[src/rtl/threebit_pkg.sv]
// rtl/threebit_pkg.sv - shared types and constants for the three-bit counter family
package threebit_pkg;

   localparam int DEFAULT_WIDTH  = 3;
   localparam int DEFAULT_FIRE_W = 3;

   localparam int FIRE_UNDERFLOW = 0;
   localparam int FIRE_CONFLICT  = 1;

   typedef enum logic [1:0] {
      IDLE = 2'd0,
      RUN  = 2'd1,
      DONE = 2'd2
   } state_t;

endpackage

[src/rtl/threebit_underflow_check.sv]
// rtl/threebit_underflow_check.sv - registered underflow / load-decrement conflict checker
module threebit_underflow_check
   import threebit_pkg::*;
#(
   parameter int WIDTH  = DEFAULT_WIDTH,
   parameter int FIRE_W = DEFAULT_FIRE_W
) (
   input  logic              clk,
   input  logic              rst,
   input  state_t            state,
   input  logic [WIDTH-1:0]  data_out,
   input  logic              ld,
   input  logic              dec,
   input  logic              auto_reload,
   input  logic              reload_zero,
   output logic [FIRE_W-1:0] fire
);

   logic [FIRE_W-1:0] r_fire;
   logic [FIRE_W-1:0] w_fire_next;
   logic              w_reload_ok;

   // A decrement at zero is legal only when DONE can reload a non-zero value.
   assign w_reload_ok = (state == DONE) && auto_reload && !reload_zero;

   always_comb begin
      w_fire_next                 = '0;
      w_fire_next[FIRE_UNDERFLOW] = !ld && dec && (data_out == '0) && !w_reload_ok;
      w_fire_next[FIRE_CONFLICT]  = ld && dec;
   end

   always_ff @(posedge clk or negedge rst) begin
      if (!rst) begin
         r_fire <= '0;
      end else begin
         r_fire <= w_fire_next;
      end
   end

   assign fire = r_fire;

endmodule

[src/rtl/threebit_downcounter.sv]
// rtl/threebit_downcounter.sv - loadable down-counter with terminal count and auto-reload
module threebit_downcounter
   import threebit_pkg::*;
#(
   parameter int WIDTH  = DEFAULT_WIDTH,
   parameter int FIRE_W = DEFAULT_FIRE_W
) (
   input  logic             clk,
   input  logic             rst,
   input  logic             ld,
   input  logic             dec,
   input  logic             auto_reload,
   input  logic [WIDTH-1:0] data_in,
   output logic [WIDTH-1:0] data_out,
   output logic             zero,
   output logic             tc,
   output logic             busy,
   output logic             assert_fire
);

   localparam logic [WIDTH-1:0] ONE = WIDTH'(1);

   state_t            r_state;
   state_t            w_state_next;
   logic [WIDTH-1:0]  r_count;
   logic [WIDTH-1:0]  w_count_next;
   logic [WIDTH-1:0]  r_reload;
   logic [WIDTH-1:0]  w_reload_next;
   logic              r_zero;
   logic              r_tc;
   logic              w_tc_next;
   logic [FIRE_W-1:0] w_fire;

   always_comb begin
      w_state_next  = r_state;
      w_count_next  = r_count;
      w_reload_next = r_reload;
      w_tc_next     = 1'b0;
      if (ld) begin
         w_count_next  = data_in;
         w_reload_next = data_in;
         w_state_next  = (data_in != '0) ? RUN : DONE;
      end else if (dec) begin
         case (r_state)
            RUN: begin
               if (r_count > ONE) begin
                  w_count_next = r_count - ONE;
               end else begin
                  w_count_next = '0;
                  w_state_next = DONE;
                  w_tc_next    = (r_count == ONE);
               end
            end
            DONE: begin
               if (auto_reload && (r_reload != '0)) begin
                  w_count_next = r_reload;
                  w_state_next = RUN;
               end
            end
            default: begin
            end
         endcase
      end
   end

   always_ff @(posedge clk or negedge rst) begin
      if (!rst) begin
         r_state  <= IDLE;
         r_count  <= '0;
         r_reload <= '0;
         r_zero   <= 1'b1;
         r_tc     <= 1'b0;
      end else begin
         r_state  <= w_state_next;
         r_count  <= w_count_next;
         r_reload <= w_reload_next;
         r_zero   <= (w_count_next == '0);
         r_tc     <= w_tc_next;
      end
   end

   threebit_underflow_check #(
      .WIDTH  (WIDTH),
      .FIRE_W (FIRE_W)
   ) u_check (
      .clk         (clk),
      .rst         (rst),
      .state       (r_state),
      .data_out    (r_count),
      .ld          (ld),
      .dec         (dec),
      .auto_reload (auto_reload),
      .reload_zero (r_reload == '0),
      .fire        (w_fire)
   );

   assign data_out    = r_count;
   assign zero        = r_zero;
   assign tc          = r_tc;
   assign busy        = (r_state == RUN);
   // Reserved fire bits are tied low, so reducing the whole vector is safe.
   assign assert_fire = |w_fire;

endmodule

[config.mk]
export PLATFORM = sky130hd
export DESIGN_NAME = threebit_downcounter
export DESIGN_NICKNAME = d
export VERILOG_FILES = /design/src/rtl/threebit_pkg.sv /design/src/rtl/threebit_underflow_check.sv /design/src/rtl/threebit_downcounter.sv
export SDC_FILE = /design/constraint.sdc
export NUM_CORES = 1
export LEC_CHECK = 0
export ABC_AREA = 1
export CAP_MARGIN = 10
export CELL_PAD_IN_SITES_DETAIL_PLACEMENT = 1
export CELL_PAD_IN_SITES_GLOBAL_PLACEMENT = 1
export CORE_ASPECT_RATIO = 0.7
export CORE_MARGIN = 1.5
export CORE_UTILIZATION = 35
export CTS_CLUSTER_DIAMETER = 80
export CTS_CLUSTER_SIZE = 40
export DETAILED_ROUTE_END_ITERATION = 8
export DONT_BUFFER_PORTS = 1
export GPL_TIMING_DRIVEN = 0
export PLACE_DENSITY = 0.72
export SETUP_SLACK_MARGIN = 0.15
export SYNTH_ARGS = -nofsm -noshare
export SYNTH_HDL_FRONTEND = slang
export SYNTH_SLANG_ARGS = --single-unit
[constraint.sdc]
create_clock -name clk -period 3.8 [get_ports clk]
set_input_delay 0.76 -clock clk [delete_from_list [all_inputs] [get_ports clk]]
set_output_delay 0.76 -clock clk [all_outputs]
set_load 0.02 [all_outputs]
==> results of run 1 <==
## flip-flops by register name, summed over array words and instances (netlist names)
register,flops
data_out,3
r_reload,3
r_state,2
tc,1
u_check.fire,2
zero,1
## Yosys cell counts (2+ instances only)
cell type	n	area (µm²)
nor2_1	5	18.8
inv_1	9	33.8
ha_1	5	62.6
dfrtp_1	11	275
nand2_1	23	86.3
a21oi_1	3	15.0
nand3_2	3	30.0
o21ai_0	5	25.0
inv_2	10	37.5
nand3_1	8	40.0
nand2_2	3	18.8
nor2_2	2	12.5
## power by group through the flow
stage	combinational (mW)	sequential, mW	clock, mW
final	0.158	0.174	0.103
after global routing	0.184	0.178	0.113
after CTS	0.160	0.175	0.108
after detailed placement	0.159	0.178	0
after global placement	0.155	0.177	0
after floorplan	0.129	0.174	0
## kinds of logic after synthesis
family                     count (synthesis)  share of synthesized area, %
adders and majority gates                  5                          8.32
buffers and inverters                     20                          10.1
and+or+nand+nor                           48                          31.4
DFF                                       12                          40.1
AOI/OAI and AO/OA                         12                          9.98
## cell usage in the layout, fill, tap and decap left out, drive strengths merged
master and count:
o21ai 6, nand4 1, nand2 27, dfrtp 11, a21oi 3, a31oi 2
nor4 1, nor2 7, inv 19, buf 1, clkbuf 4, o2111a 1
or2 1, ha 5, dfstp 1, nand3 11
## worst min-delay path by stage
stage / start / to / slack, ns / cells past startpoint
6_report: rst / r_state[0] / 0.16 / 0
3_3_place_gp: rst / u_check.fire[1] / 0.46 / 0
3_5_place_dp: rst / u_check.fire[1] / 0.46 / 0
2_1_floorplan: rst / data_out[0] / 0.46 / 0
4_1_cts: rst / r_state[0] / 0.15 / 0
5_1_grt: rst / data_out[1] / 0.14 / 0
## final cells by class
type / instances / area, µm²
fill: 237 / 1120
tap: 22 / 27.5
clock buffer: 4 / 36.3
inverter: 19 / 71.3
buffer: 1 / 5.00
multi-input combinational: 65 / 374
sequential: 12 / 302
## through the flow
| step | setup WS (ns) | instance area, µm² | util (%) |
|---|---|---|---|
| CTS | 1.94 | 816 | 42.1 |
| floorplan | 2.32 | 752 | - |
| finish | 1.96 | 816 | 42.1 |
| global placement | 2.20 | 779 | 40.3 |
| global route | 1.90 | 816 | 42.1 |
| detailed placement | 2.19 | 779 | 40.3 |
## layer usage
metal	GRT usage (%)	part of all wire [%]
met1	24.4	52
met4	4.19	1.1
met2	24.0	43
met3	6.54	4.5
met5	0	0
==> metrics.json, run 1 <==
{
  "powerDensity": {"value": 534, "unit": "mW/mm²"},
  "crit_cells": {"value": 2},
  "drt_pass1_iterations": {"value": 4},
  "swShare": {"value": 40.2, "unit": "%"},
  "num_antenna_cells": {"value": 0},
  "worst_min_path_class": {"value": "primary input to async pin"},
  "first_global_vias": {"value": 639},
  "hold_violations": {"value": 0},
  "timing.critical_path.required": {"value": 3.04, "unit": "ns"},
  "placed_instance_count": {"value": 119},
  "drt-vias-per-instance": {"value": 5.11},
  "timing.critical_path.slowest_cell_delay": {"value": 0.38, "unit": "ns"},
  "dpl.hpwl": {"value": 1360, "unit": "µm"},
  "drt_iter0_drc": {"value": 17},
  "synthesis.yosys.warnings": {"value": 0},
  "endpoint_of_the_most_critical_register_to_register_path": {"value": "zero"},
  "final_power": {"value": 0.436, "unit": "mW"},
  "die-height": {"value": 41.8, "unit": "µm"},
  "cts_root_buf": {"value": "clkbuf_4"},
  "timing.critical_path.from": {"value": "r_state[1]"},
  "cp-start-kind": {"value": "flop"},
  "outcome": {"value": "complete, no violations"},
  "holdBufCountCts": {"value": 0},
  "r2r.worst_path.cells": {"value": 10},
  "number_of_antenna_violations_at_the_first_check_in_global_routing": {"value": 0},
  "vdd.ir_drop.worst": {"value": 0.189, "unit": "mV"},
  "cts.sink_count": {"value": 12},
  "setup-tns-final": {"value": 0, "unit": "ns"},
  "num_vias": {"value": 629},
  "portBuffers": {"value": 0},
  "layout-area-overhead-vs-synth": {"value": 8.49, "unit": "%"},
  "die_area": {"value": 0.00244, "unit": "mm²"},
  "max_slew_margin": {"value": 79.3, "unit": "%"},
  "layout-drive-gt1-share": {"value": 26.7, "unit": "%"},
  "synth-seq-area-share": {"value": 40.1, "unit": "%"},
  "setup_violations": {"value": 0},
  "power_frac_clock": {"value": 23.6, "unit": "%"},
  "final_antenna_violating_net_count": {"value": 0},
  "ys_types": {"value": 22},
  "synth_ff_type": {"value": "dfrtp_1"},
  "cellLeakagePower": {"value": 0.435, "unit": "nW"},
  "crit_path_end_kind": {"value": "output port"},
  "comb_power_share": {"value": 36.4, "unit": "%"},
  "fin_cells": {"value": 123},
  "initial_utilization": {"value": 38.8, "unit": "%"},
  "combined_area_of_all_synthesized_cells": {"value": 752, "unit": "µm²"},
  "netSwitchingPower": {"value": 0.175, "unit": "mW"},
  "synth_cells": {"value": 97},
  "layout.nets": {"value": 115},
  "post-route-min-period": {"value": 1.84, "unit": "ns"},
  "power_report.internal_total": {"value": 0.260, "unit": "mW"},
  "clk_pin_slew_worst_paths": {"value": 0.08, "unit": "ns"},
  "regToRegStartpoint": {"value": "data_out[1]"},
  "seqPwrFrac": {"value": 40.0, "unit": "%"},
  "rsz0062_at_grt": {"value": "false"},
  "placeableCoreArea": {"value": 0.00194, "unit": "mm²"},
  "die_width": {"value": 58.4, "unit": "µm"},
  "clock_tree.htree_level_count": {"value": 1},
  "setup.worst_path.end": {"value": "busy"},
  "hold_slack": {"value": 0.161, "unit": "ns"},
  "post_cts_resized": {"value": 0},
  "std_cell_rows": {"value": 13},
  "post-route-drc-count": {"value": 0},
  "max_clock_freq": {"value": 543, "unit": "MHz"},
  "critical_path.top_delay_family": {"value": "flip-flops"},
  "layout_worst_path_cycle_share": {"value": 48.4, "unit": "%"},
  "skew": {"value": 0.00633, "unit": "ns"},
  "globalRoute.totalOverflow": {"value": 0},
  "syn_avg_cell_area": {"value": 7.75, "unit": "µm²"},
  "pin_count": {"value": 15},
  "asyncSetResetFlopFracSynth": {"value": 100, "unit": "%"},
  "worstSetupPathType": {"value": "flop to output port"},
  "globalRouteTotalUtil": {"value": 17.1, "unit": "%"},
  "maxSlewViolCount": {"value": 0},
  "worst_path_max_delay_cell": {"value": "dfrtp_1"},
  "synth_fp_nets": {"value": 110},
  "critical_path_arrival": {"value": 1.08, "unit": "ns"},
  "postSynthRegisterBits": {"value": 12},
  "slew_of_the_pin_with_the_lowest_slew_margin": {"value": 0.311, "unit": "ns"},
  "tritoncts.num_buffers": {"value": 3},
  "crit_path_max_fanout": {"value": 4},
  "grt_start_max_net_pins": {"value": 13},
  "globalplace.congestion": {"value": 0.886},
  "post-cts-setup-buffers": {"value": 0},
  "synth_edf_count": {"value": 0},
  "drt-wirelength-per-cell": {"value": 14.1, "unit": "µm"},
  "postRouteWirelength": {"value": 1740, "unit": "µm"},
  "worst-r2r-setup-slack": {"value": 2.20, "unit": "ns"},
  "clkLatencyLatePin": {"value": 0.28, "unit": "ns"},
  "worstPathCellList": {"value": "inv_1, ha_1"},
  "max-cap-violations": {"value": 0},
  "clock_tree_from_tritoncts": {"value": "done"},
  "critical_path_buf_inv_count": {"value": 1},
  "maximum_buffer_depth_of_the_clock_tree": {"value": 2},
  "grt_pass1_wl": {"value": 3080, "unit": "µm"}
}
Note: power is estimated with default switching activity, not from simulation.
==> run 2: changes to the inputs <==
Settings changed: PLACE_DENSITY 0.72 to 0.74.
Clock period 3.8 ns to 1.6 ns, I/O delays scaled along.
==> run 2 against run 1 <==
Total power grew to 2.7 times the previous value. Clock-buffer cell count stayed put. Die area stayed put. Worst setup slack worse by 1.8 ns. Critical path type is now flop to flop. Critical endpoint is now zero.
==> metrics.json, run 2 (synthesis gave the netlist of run 1 again) <==
{
  "worst_min_path_class": {"value": "primary input to flop"},
  "num_antenna_cells": {"value": 0},
  "outcome": {"value": "complete, no violations"},
  "seq_area": {"value": 305, "unit": "µm²"},
  "clock_tree.htree_level_count": {"value": 1},
  "maxSlewViolCount": {"value": 0},
  "cp-start-kind": {"value": "flop"},
  "timing.critical_path.required": {"value": 1.81, "unit": "ns"},
  "worstSetupPathType": {"value": "flop to flop"},
  "postRouteWirelength": {"value": 1890, "unit": "µm"},
  "slew_of_the_pin_with_the_lowest_slew_margin": {"value": 0.538, "unit": "ns"},
  "globalRouteTotalUtil": {"value": 16.8, "unit": "%"},
  "number_of_antenna_violations_at_the_first_check_in_global_routing": {"value": 0},
  "cts.sink_count": {"value": 12},
  "num_vias": {"value": 649},
  "max-cap-violations": {"value": 0},
  "grt_start_max_net_pins": {"value": 13},
  "critical-path-top-cell-by-count": {"value": "nand2_1"},
  "hold_path_end": {"value": "u_check.fire[0]"},
  "timing.critical_path.slowest_cell_delay": {"value": 0.50, "unit": "ns"},
  "critical_path_arrival": {"value": 1.67, "unit": "ns"},
  "clk_pin_slew_worst_paths": {"value": 0.07, "unit": "ns"},
  "cellLeakagePower": {"value": 0.472, "unit": "nW"},
  "pin_count": {"value": 15},
  "holdCritStartpoint": {"value": "auto_reload"},
  "max_clock_freq": {"value": 687, "unit": "MHz"},
  "post-route-min-period": {"value": 1.46, "unit": "ns"},
  "drt_iter0_drc": {"value": 9},
  "placeableCoreArea": {"value": 0.00194, "unit": "mm²"},
  "hold_violations": {"value": 0},
  "initial_utilization": {"value": 38.8, "unit": "%"},
  "maximum_buffer_depth_of_the_clock_tree": {"value": 2},
  "globalRoute.totalOverflow": {"value": 0},
  "layout-area-overhead-vs-synth": {"value": 27.1, "unit": "%"},
  "fin_cells": {"value": 129},
  "setup_violations": {"value": 0},
  "clock_tree_from_tritoncts": {"value": "done"},
  "clkLatencyLatePin": {"value": 0.28, "unit": "ns"},
  "die_width": {"value": 58.4, "unit": "µm"},
  "multi_input_area": {"value": 454, "unit": "µm²"},
  "max_slew_margin": {"value": 64.0, "unit": "%"},
  "vdd.ir_drop.worst": {"value": 0.463, "unit": "mV"},
  "worst_path_max_delay_cell": {"value": "dfrtp_2"},
  "portBuffers": {"value": 0},
  "rsz0062_at_grt": {"value": "true"},
  "grt_pass1_wl": {"value": 3030, "unit": "µm"},
  "mostFrequentLayoutCells": {"value": "20 x nand2_1, 10 x inv_2, 8 x dfrtp_1, 7 x inv_1, 7 x nand3_2"},
  "first_global_vias": {"value": 632},
  "crit_path_max_fanout": {"value": 4},
  "tritoncts.num_buffers": {"value": 3},
  "worst-r2r-setup-slack": {"value": 0.14, "unit": "ns"},
  "timing.critical_path.from": {"value": "data_out[0]"},
  "skew": {"value": 0.00765, "unit": "ns"},
  "endpoint_of_the_most_critical_register_to_register_path": {"value": "zero"},
  "final_common_cell": {"value": "nand2_1"},
  "post-route-drc-count": {"value": 0},
  "r2r.worst_path.cells": {"value": 9},
  "die-height": {"value": 41.8, "unit": "µm"},
  "placed_instance_count": {"value": 119},
  "holdPathStages": {"value": 1},
  "die_area": {"value": 0.00244, "unit": "mm²"},
  "layout-drive-gt1-share": {"value": 45.8, "unit": "%"},
  "layout.nets": {"value": 121},
  "globalplace.congestion": {"value": 0.891},
  "drt-vias-per-instance": {"value": 5.03},
  "cts_root_buf": {"value": "clkbuf_4"},
  "crit_path_end_kind": {"value": "flop"},
  "worstPathCellList": {"value": "ha_4, nand2_4, nand3_2, o21ai_1, inv_1, nand2_1, nand3_1, nand2_1, nor2_2"},
  "final_power": {"value": 1.19, "unit": "mW"},
  "std_cell_rows": {"value": 13},
  "drt_pass1_iterations": {"value": 4},
  "layout.filler_cells": {"value": 225},
  "powerDensity": {"value": 1240, "unit": "mW/mm²"},
  "final_antenna_violating_net_count": {"value": 0},
  "layout_worst_path_cycle_share": {"value": 91.0, "unit": "%"},
  "dpl.hpwl": {"value": 1430, "unit": "µm"},
  "drt-wirelength-per-cell": {"value": 14.7, "unit": "µm"},
  "regToRegStartpoint": {"value": "data_out[0]"}
}
-- run 2: changes by cell type in the layout (fill, tap and decap cells not counted), sizes merged --
cell and delta:
buf +5, dlygate4sd3 +1
-- run 2: repair_timing --
item	in CTS	in global routing
gates resized for setup	16	8
hold endpoints to repair	12	0
buffers inserted	4	1
pin swaps	5	2
setup endpoints to repair	6	5
hold buffers	1	0
-- run 2: worst max-delay path, delay by kind of cell, from the launching register on --
| kind | cells | cell delay [ns] |
|---|---|---|
| AND/OR/NAND/NOR | 6 | 0.50 |
| adder cells (fa/ha/maj) | 1 | 0.20 |
| AO/OA/AOI/OAI | 1 | 0.15 |
| flip-flops | 1 | 0.50 |
| buffers and inverters | 1 | 0.05 |
-- run 2: worst max-delay path by stage --
stage / slack, ns / cells after the start / end
2_1_floorplan: 0.18 / 12 / zero
3_3_place_gp: 0.02 / 10 / zero
3_5_place_dp: -0.004 / 12 / zero
4_1_cts: 0.15 / 13 / zero
5_1_grt: 0.02 / 13 / zero
6_report: 0.14 / 9 / zero
-- run 2: area by class of cell --
| class | instances | area share [%] |
|---|---|---|
| Tap cell | 22 | 2.88 |
| Clock buffer | 4 | 3.80 |
| Inverter | 19 | 7.98 |
| Multi-Input combinational cell | 65 | 47.5 |
| Timing Repair Buffer | 6 | 5.37 |
| Buffer | 1 | 0.524 |
| Sequential cell | 12 | 31.9 |
-- run 2: layer usage --
layer | share of wire [%] | GRT usage [%] | wire length (µm)
met5 | 0 | 0 | 0
met4 | 0.42 | 2.79 | 8
met3 | 4.1 | 6.23 | 78
met2 | 46 | 24.0 | 870
met1 | 49 | 24.1 | 936
-- run 2: stage by stage --
stage / setup TNS, ns / setup WS [ns] / hold WS, ns / area (µm²) / util (%)
2_1_floorplan: 0 / 0.183 / 0.0244 / 752 / -
3_3_place_gp: 0 / 0.0198 / 0.0246 / 779 / 40.3
3_5_place_dp: -0.00393 / -0.00393 / 0.0246 / 779 / 40.3
4_1_cts: 0 / 0.154 / 0.149 / 922 / 47.6
5_1_grt: 0 / 0.0208 / 0.139 / 956 / 49.4
6_report: 0 / 0.145 / 0.151 / 956 / 49.4
-- run 2: power breakdown --
part,internal (mW),switching (mW),total [mW],leakage [nW]
combinational,0.203,0.318,0.521,0.307
sequential,0.356,0.0674,0.424,0.144
clock,0.138,0.106,0.245,0.0210
total,0.698,0.492,1.19,0.472
